File: config.mk
export PLATFORM = sky130hd
export DESIGN_NAME = seq_mul_div_unit
export DESIGN_NICKNAME = d
export VERILOG_FILES = /design/src/rtl/seq_mul_div_unit.sv
export SDC_FILE = /design/constraint.sdc
export NUM_CORES = 1
export LEC_CHECK = 0
export CAP_MARGIN = 20
export CORE_UTILIZATION = 25
export CTS_BUF_LIST = sky130_fd_sc_hd__clkbuf_8
export DETAILED_ROUTE_END_ITERATION = 8
export GPL_ROUTABILITY_DRIVEN = 1
export SYNTH_ARGS = -nofsm -noshare
export SYNTH_HDL_FRONTEND = slang
export SYNTH_SLANG_ARGS = --single-unit
File: constraint.sdc
create_clock -name clk -period 4.2 [get_ports clk]
set_input_delay 0.84 -clock clk [delete_from_list [all_inputs] [get_ports clk]]
set_output_delay 0.84 -clock clk [all_outputs]
set_load 0.02 [all_outputs]
File: src/rtl/seq_mul_div_unit.sv
// Unsigned sequential shift-add multiplier / restoring divider.
// One iteration per clock, start/busy/done handshake, held results.
module seq_mul_div_unit #(
    parameter int WIDTH = 4
) (
    input  logic             clk,
    input  logic             rst_n,
    input  logic             mul_st,
    input  logic             div_st,
    input  logic [WIDTH-1:0] op_a,
    input  logic [WIDTH-1:0] op_b,
    output logic             busy,
    output logic             done,
    output logic             err,
    output logic [WIDTH-1:0] res_hi,
    output logic [WIDTH-1:0] res_lo
);

    localparam int CNT_W = (WIDTH > 2) ? $clog2(WIDTH) : 1;

    typedef enum logic [1:0] {
        IDLE,
        MUL_STEP,
        DIV_STEP,
        FIN
    } state_t;

    state_t           state;
    state_t           state_nx;
    logic [CNT_W-1:0] cnt;
    logic [WIDTH:0]   hi;
    logic [WIDTH-1:0] lo;
    logic [WIDTH-1:0] opnd;
    logic             err_q;

    logic             accept;
    logic             illegal;
    logic             div_zero;
    logic             last;
    logic [WIDTH:0]   sum;
    logic [WIDTH:0]   shl;
    logic [WIDTH:0]   hi_nx;
    logic [WIDTH-1:0] lo_nx;

    assign last     = (cnt == CNT_W'(WIDTH - 1));
    assign div_zero = accept & ~mul_st & (op_b == '0);
    assign err      = err_q;

    always_ff @(posedge clk or negedge rst_n) begin
        if (!rst_n) begin
            state <= IDLE;
        end else begin
            state <= state_nx;
        end
    end

    always_comb begin
        state_nx = state;
        busy     = 1'b0;
        done     = 1'b0;
        accept   = 1'b0;
        illegal  = 1'b0;
        unique case (state)
            IDLE: begin
                if (mul_st ^ div_st) begin
                    accept = 1'b1;
                    if (mul_st) begin
                        state_nx = MUL_STEP;
                    end else if (op_b == '0) begin
                        state_nx = FIN;
                    end else begin
                        state_nx = DIV_STEP;
                    end
                end else if (mul_st & div_st) begin
                    illegal = 1'b1;
                end
            end
            MUL_STEP: begin
                busy = 1'b1;
                if (last) state_nx = FIN;
            end
            DIV_STEP: begin
                busy = 1'b1;
                if (last) state_nx = FIN;
            end
            FIN: begin
                done     = 1'b1;
                state_nx = IDLE;
            end
            default: state_nx = IDLE;
        endcase
    end

    // One iteration of whichever operation is in flight.
    always_comb begin
        sum   = lo[0] ? ({1'b0, hi[WIDTH-1:0]} + {1'b0, opnd}) : hi;
        shl   = {hi[WIDTH-1:0], lo[WIDTH-1]};
        hi_nx = hi;
        lo_nx = lo;
        if (state == MUL_STEP) begin
            hi_nx = {1'b0, sum[WIDTH:1]};
            lo_nx = {sum[0], lo[WIDTH-1:1]};
        end else if (state == DIV_STEP) begin
            if (shl >= {1'b0, opnd}) begin
                hi_nx = shl - {1'b0, opnd};
                lo_nx = {lo[WIDTH-2:0], 1'b1};
            end else begin
                hi_nx = shl;
                lo_nx = {lo[WIDTH-2:0], 1'b0};
            end
        end
    end

    // Results are loaded on the edge entering FIN so they are valid with done.
    always_ff @(posedge clk or negedge rst_n) begin
        if (!rst_n) begin
            cnt    <= '0;
            hi     <= '0;
            lo     <= '0;
            opnd   <= '0;
            err_q  <= 1'b0;
            res_hi <= '0;
            res_lo <= '0;
        end else begin
            err_q <= illegal | div_zero;
            if (accept) begin
                opnd <= mul_st ? op_a : op_b;
                lo   <= mul_st ? op_b : op_a;
                hi   <= '0;
                cnt  <= '0;
                if (div_zero) begin
                    res_hi <= op_a;
                    res_lo <= '1;
                end
            end else if (busy) begin
                hi  <= hi_nx;
                lo  <= lo_nx;
                cnt <= last ? '0 : cnt + 1'b1;
                if (last) begin
                    res_hi <= hi_nx[WIDTH-1:0];
                    res_lo <= lo_nx;
                end
            end
        end
    end

endmodule

==> flow_metrics.tcl, run 1 <==
set metrics [dict create \
    rsz0062_at_grt "no" \
    cts_setup_buffers 0 \
    core-area_mm2 0.00741 \
    drt-initial-drc-count 127 \
    synth_edf_count 0 \
    clkSlewWorstSetupHoldPaths_ns 0.08 \
    cts.repair.resized 0 \
    fillers 755 \
    fin_nets 257 \
    syn_area_per_cell_um2 9.31 \
    diodes 0 \
    fin_util_pct 31.2 \
    setup_tns_ns 0 \
    ys.flop_type "dfrtp_1" \
    syn-num-nets 238 \
    track_usage_pct 12.2 \
    syn2layout_area_growth_pct 18.3 \
    dieArea_mm2 0.00817 \
    worst_pin_slew_ns 0.665 \
    clk_path_buf_depth 2 \
    place_congestion 0.848 \
    post-route-period-util_pct 71.9 \
    numPortBuffers 22 \
    final_cell_mix "dfrtp_1, clkdlybuf4s50_1, nand2_1" \
    syn_area_mm2 0.00195 \
    worstSkewPairLatency_ns 0.27 \
    cp_max_fo 20 \
    slew_violations 0 \
    first_global_vias 1603 \
    p_leak_nw 0.990 \
    fmax_mhz 331 \
    setup.worst_path.start_class "primary input" \
    htree_num_levels 1 \
    io_pins 23 \
    drc 0 \
    cts_made_buffers 3 \
    grt_pass1_wl_um 7980 \
    worst_ep_required_time_ns 4.36 \
    hold_viol 0 \
    ys_ff_latch 26 \
    setup_slack_ns 1.18 \
    rows 31 \
    maxCapViolCount 0 \
    synthCells 210 \
    wl_per_cell_um 14.7 \
    crit_type "primary input to register" \
    hold_buffers 0 \
    drive_gt1_share_pct 10.1 \
    start_util_pct 26.4 \
    ant_nets 0 \
    power_density_mw_per_mm2 875 \
    hp-class "register to register" \
    ys_async_sr_fraction_pct 100 \
    vias_per_cell 4.91 \
    tritoncts "built" \
    setup_violations 0 \
    skew_ns 0.00578 \
    slew_headroom_pct 55.5 \
    cts_root_buffer "clkbuf_8" \
    die_w_um 90.4 \
    cp_data_arrival_time_ns 3.18 \
    grt_overflow 0 \
    status "finished, final reports clean" \
    place_ws_ns 0.893 \
    seq_area_frac_synth_pct 33.3 \
    final_common_cell "dfrtp_1" \
    grt_start_max_net_pins 27 \
    ys_warn_count 0 \
    period_needed_ns 3.02 \
    cts_sinks 26 \
    die_y_um 90.4 \
    drtPass1Iterations 4 \
    vias 1606 \
    ir_drop_mv 0.379 \
    dp.final_hpwl_um 3720 \
    wirelength_um 4800 \
    netlist-cell-type-count 53 \
    antenna_found_initial 0 \
    end_kind "register" \
]
## cell type report
class	count	area, um^2	area share, %
Multi-Input combinational cell	160	1190	51.5
Sequential cell	26	651	28.1
Timing Repair Buffer	25	243	10.5
Tap cell	99	124	5.36
Clock buffer	4	55.1	2.38
Inverter	13	48.8	2.11
## worst paths after layout
kind,start,to,slack (ns),cells past startpoint
hold reg to reg,res_lo[2],res_lo[2],0.52,1
setup / recovery,mul_st,res_lo[1],1.18,7
min in group asynchronous,rst_n,state[0],0.93,2
max in group asynchronous,rst_n,hi[2],3.01,2
setup reg to reg,state[0],res_lo[1],1.87,6
hold / removal,res_lo[2],res_lo[2],0.52,1
## power by group
group | internal [mW] | total (mW) | switching [mW] | leakage [nW]
clock | 0.0838 | 0.162 | 0.0778 | 0.0288
combinational | 0.590 | 1.35 | 0.760 | 0.647
sequential | 0.377 | 0.512 | 0.135 | 0.314
## worst max-delay path: stages
cell	delay (ns)
clkdlybuf4s50_1	0.40
buf_4	0.20
ha_1	0.40
nand2_1	0.43
nor3_4	0.30
a31o_4	0.24
mux2_2	0.36
## routing by layer
layer  track usage (%)  wire length, um
met1              16.4             2260
met2              20.4             2330
met3              1.35              141
met4              3.90               73
met5                 0                0
## logic make-up after synthesis
kind of cell             after synthesis  share of synthesized area, %
XOR/XNOR                               3                          1.34
flip-flops                            26                          33.3
buffers and inverters                 24                          5.76
adder cells (fa/ha/maj)               16                          11.0
multiplexers                          21                          11.1
AND/OR/NAND/NOR                       61                          15.4
AO/OA/AOI/OAI                         59                          22.1
## flip-flops by register name, summed over array words and instances, names as in the netlist
register,cells
cnt,2
lo,4
hi,5
res_hi,4
res_lo,4
err,1
state,2
opnd,4
## synthesized netlist by cell type, types with 2 or more instances
cell,number,area [um^2]
nor4_1,2,12.5
a21oi_1,11,55.1
fa_1,2,40.0
a41oi_1,2,17.5
mux2i_1,15,150
and2_1,2,12.5
clkbuf_1,3,11.3
nor2b_1,2,12.5
buf_1,2,7.51
o211ai_1,3,22.5
nand2_1,21,78.8
dfrtp_1,26,651
nor3_1,4,20.0
o31a_1,2,17.5
ha_1,14,175
o22ai_1,2,12.5
a31oi_1,2,12.5
o21a_1,2,15.0
inv_1,12,45.0
xnor2_1,2,17.5
o21ai_0,13,65.1
a211o_1,3,26.3
buf_2,4,20.0
nor2_2,2,12.5
a221oi_1,2,17.5
nand3_1,4,20.0
a31oi_2,2,25.0
nor2_1,17,63.8
a21o_1,3,22.5
mux2_2,6,67.6
## per-stage QoR
step                      total power [mW]  instances  hold slack (ns)  instance area (um^2)
final                                 2.02        327            0.516                  2310
after global routing                  2.21        327            0.557                  2310
after CTS                             2.03        327            0.526                  2310
after global placement                1.85        323            0.504                  2260
after floorplan                       1.50        210            0.451                  1950
after detailed placement              1.86        323            0.500                  2260
No activity file was read; power rests on OpenSTA's default activity.
==> inputs of run 2 (changes only) <==
- clock period: 4.2 -> 2.6 ns (I/O delays scaled with it)
==> flow_metrics.tcl, run 2 (synthesis gave the netlist of run 1 again) <==
set metrics [dict create \
    grt_pass1_wl_um 8390 \
    cp_data_arrival_time_ns 2.40 \
    tritoncts "built" \
    track_usage_pct 12.7 \
    drtPass1Iterations 4 \
    holdPathStages 1 \
    syn2layout_area_growth_pct 20.7 \
    vias_per_cell 4.82 \
    post-route-period-util_pct 86.4 \
    fin_nets 261 \
    cts_setup_buffers 0 \
    end_kind "register" \
    cp_max_fo 7 \
    slew_violations 0 \
    cts_root_buffer "clkbuf_8" \
    status "finished, final reports clean" \
    place_congestion 0.878 \
    final_cell_mix "dfrtp_1, clkdlybuf4s50_1, nand2_1" \
    numPortBuffers 22 \
    dieArea_mm2 0.00817 \
    ant_nets 0 \
    drive_gt1_share_pct 11.6 \
    setup.worst_path.start_class "register" \
    final_common_cell "dfrtp_1" \
    io_pins 23 \
    grt_overflow 0 \
    place_inst 327 \
    die_w_um 90.4 \
    drt-initial-drc-count 89 \
    fmax_mhz 445 \
    vias 1596 \
    clkSlewWorstSetupHoldPaths_ns 0.09 \
    hold_viol 0 \
    p_total_mw 3.37 \
    rows 31 \
    drc 0 \
    diodes 0 \
    fin_util_pct 31.8 \
    worst_ep_required_time_ns 2.75 \
    power_density_mw_per_mm2 1430 \
    stdcell_count 331 \
    top_register "hi" \
    setup_slack_ns 0.354 \
    place_ws_ns 0.157 \
    skew_ns 0.00588 \
    hold_buffers 0 \
    placed_cell_area_mm2 0.00229 \
    wl_per_cell_um 14.6 \
    final_area_mm2 0.00236 \
    largest_register_ffs 5 \
    period_needed_ns 2.25 \
    core-area_mm2 0.00741 \
    maxCapViolCount 0 \
    wirelength_um 4840 \
    cp_num_buf_inv 0 \
    htree_num_levels 1 \
    cts.repair.resized 0 \
    crit_type "register to register" \
    clk_path_buf_depth 2 \
    reg2reg_depth 7 \
    setup_violations 0 \
    cts_made_buffers 3 \
    worst_pin_slew_ns 0.552 \
    whs_ns 0.530 \
    cp.depth 7 \
    slew_headroom_pct 62.9 \
    start_util_pct 26.4 \
    cts_sinks 26 \
    critPathSlowestCell "dfrtp_1" \
    grt_start_max_net_pins 27 \
    rsz0062_at_grt "no" \
    dp.final_hpwl_um 3810 \
    hp-class "register to register" \
    antenna_found_initial 0 \
    crit_path_max_incr_delay_ns 0.49 \
    ir_drop_mv 0.637 \
    path_delay_family "compound AO/OA/AOI/OAI gates" \
    first_global_vias 1632 \
    die_y_um 90.4 \
    worstSkewPairLatency_ns 0.27 \
    p_leak_nw 1.02 \
    cp_cell_sequence "ha_1, fa_1, a21o_1, a211o_1, a21oi_1, o41a_1, a31oi_2" \
    setup_tns_ns 0 \
]
[run 2: cell type report]
cell class	instances	area, um^2
inverter	13	48.8
clock buffer	3	41.3
tap	99	124
timing repair buffer	29	273
sequential	26	651
clock inverter	1	30.0
multi-input combinational	160	1190
fill	768	5050
[run 2: report_power, final]
group / total [mW] / switching (mW) / leakage [nW] / internal [mW]
clock network: 0.338 / 0.132 / 0.0357 / 0.206
registers: 0.823 / 0.215 / 0.314 / 0.609
logic: 2.21 / 1.24 / 0.667 / 0.971
[run 2: worst paths after layout]
path,start,end,slack [ns]
hold / removal,res_lo[1],res_lo[1],0.53
hold reg to reg,res_lo[1],res_lo[1],0.53
min in group asynchronous,rst_n,state[0],0.61
max in group asynchronous,rst_n,res_hi[2],1.73
setup reg to reg,hi[0],res_hi[3],0.35
setup / recovery,hi[0],res_hi[3],0.35
[run 2: routing by layer]
metal / track usage, % / vias up / share of wire [%]
li1: - / 809 / -
met1: 17.9 / 751 / 51
met2: 20.0 / 29 / 45
met3: 1.68 / 7 / 2.6
met4: 4.17 / 0 / 1.3
met5: 0 / - / 0
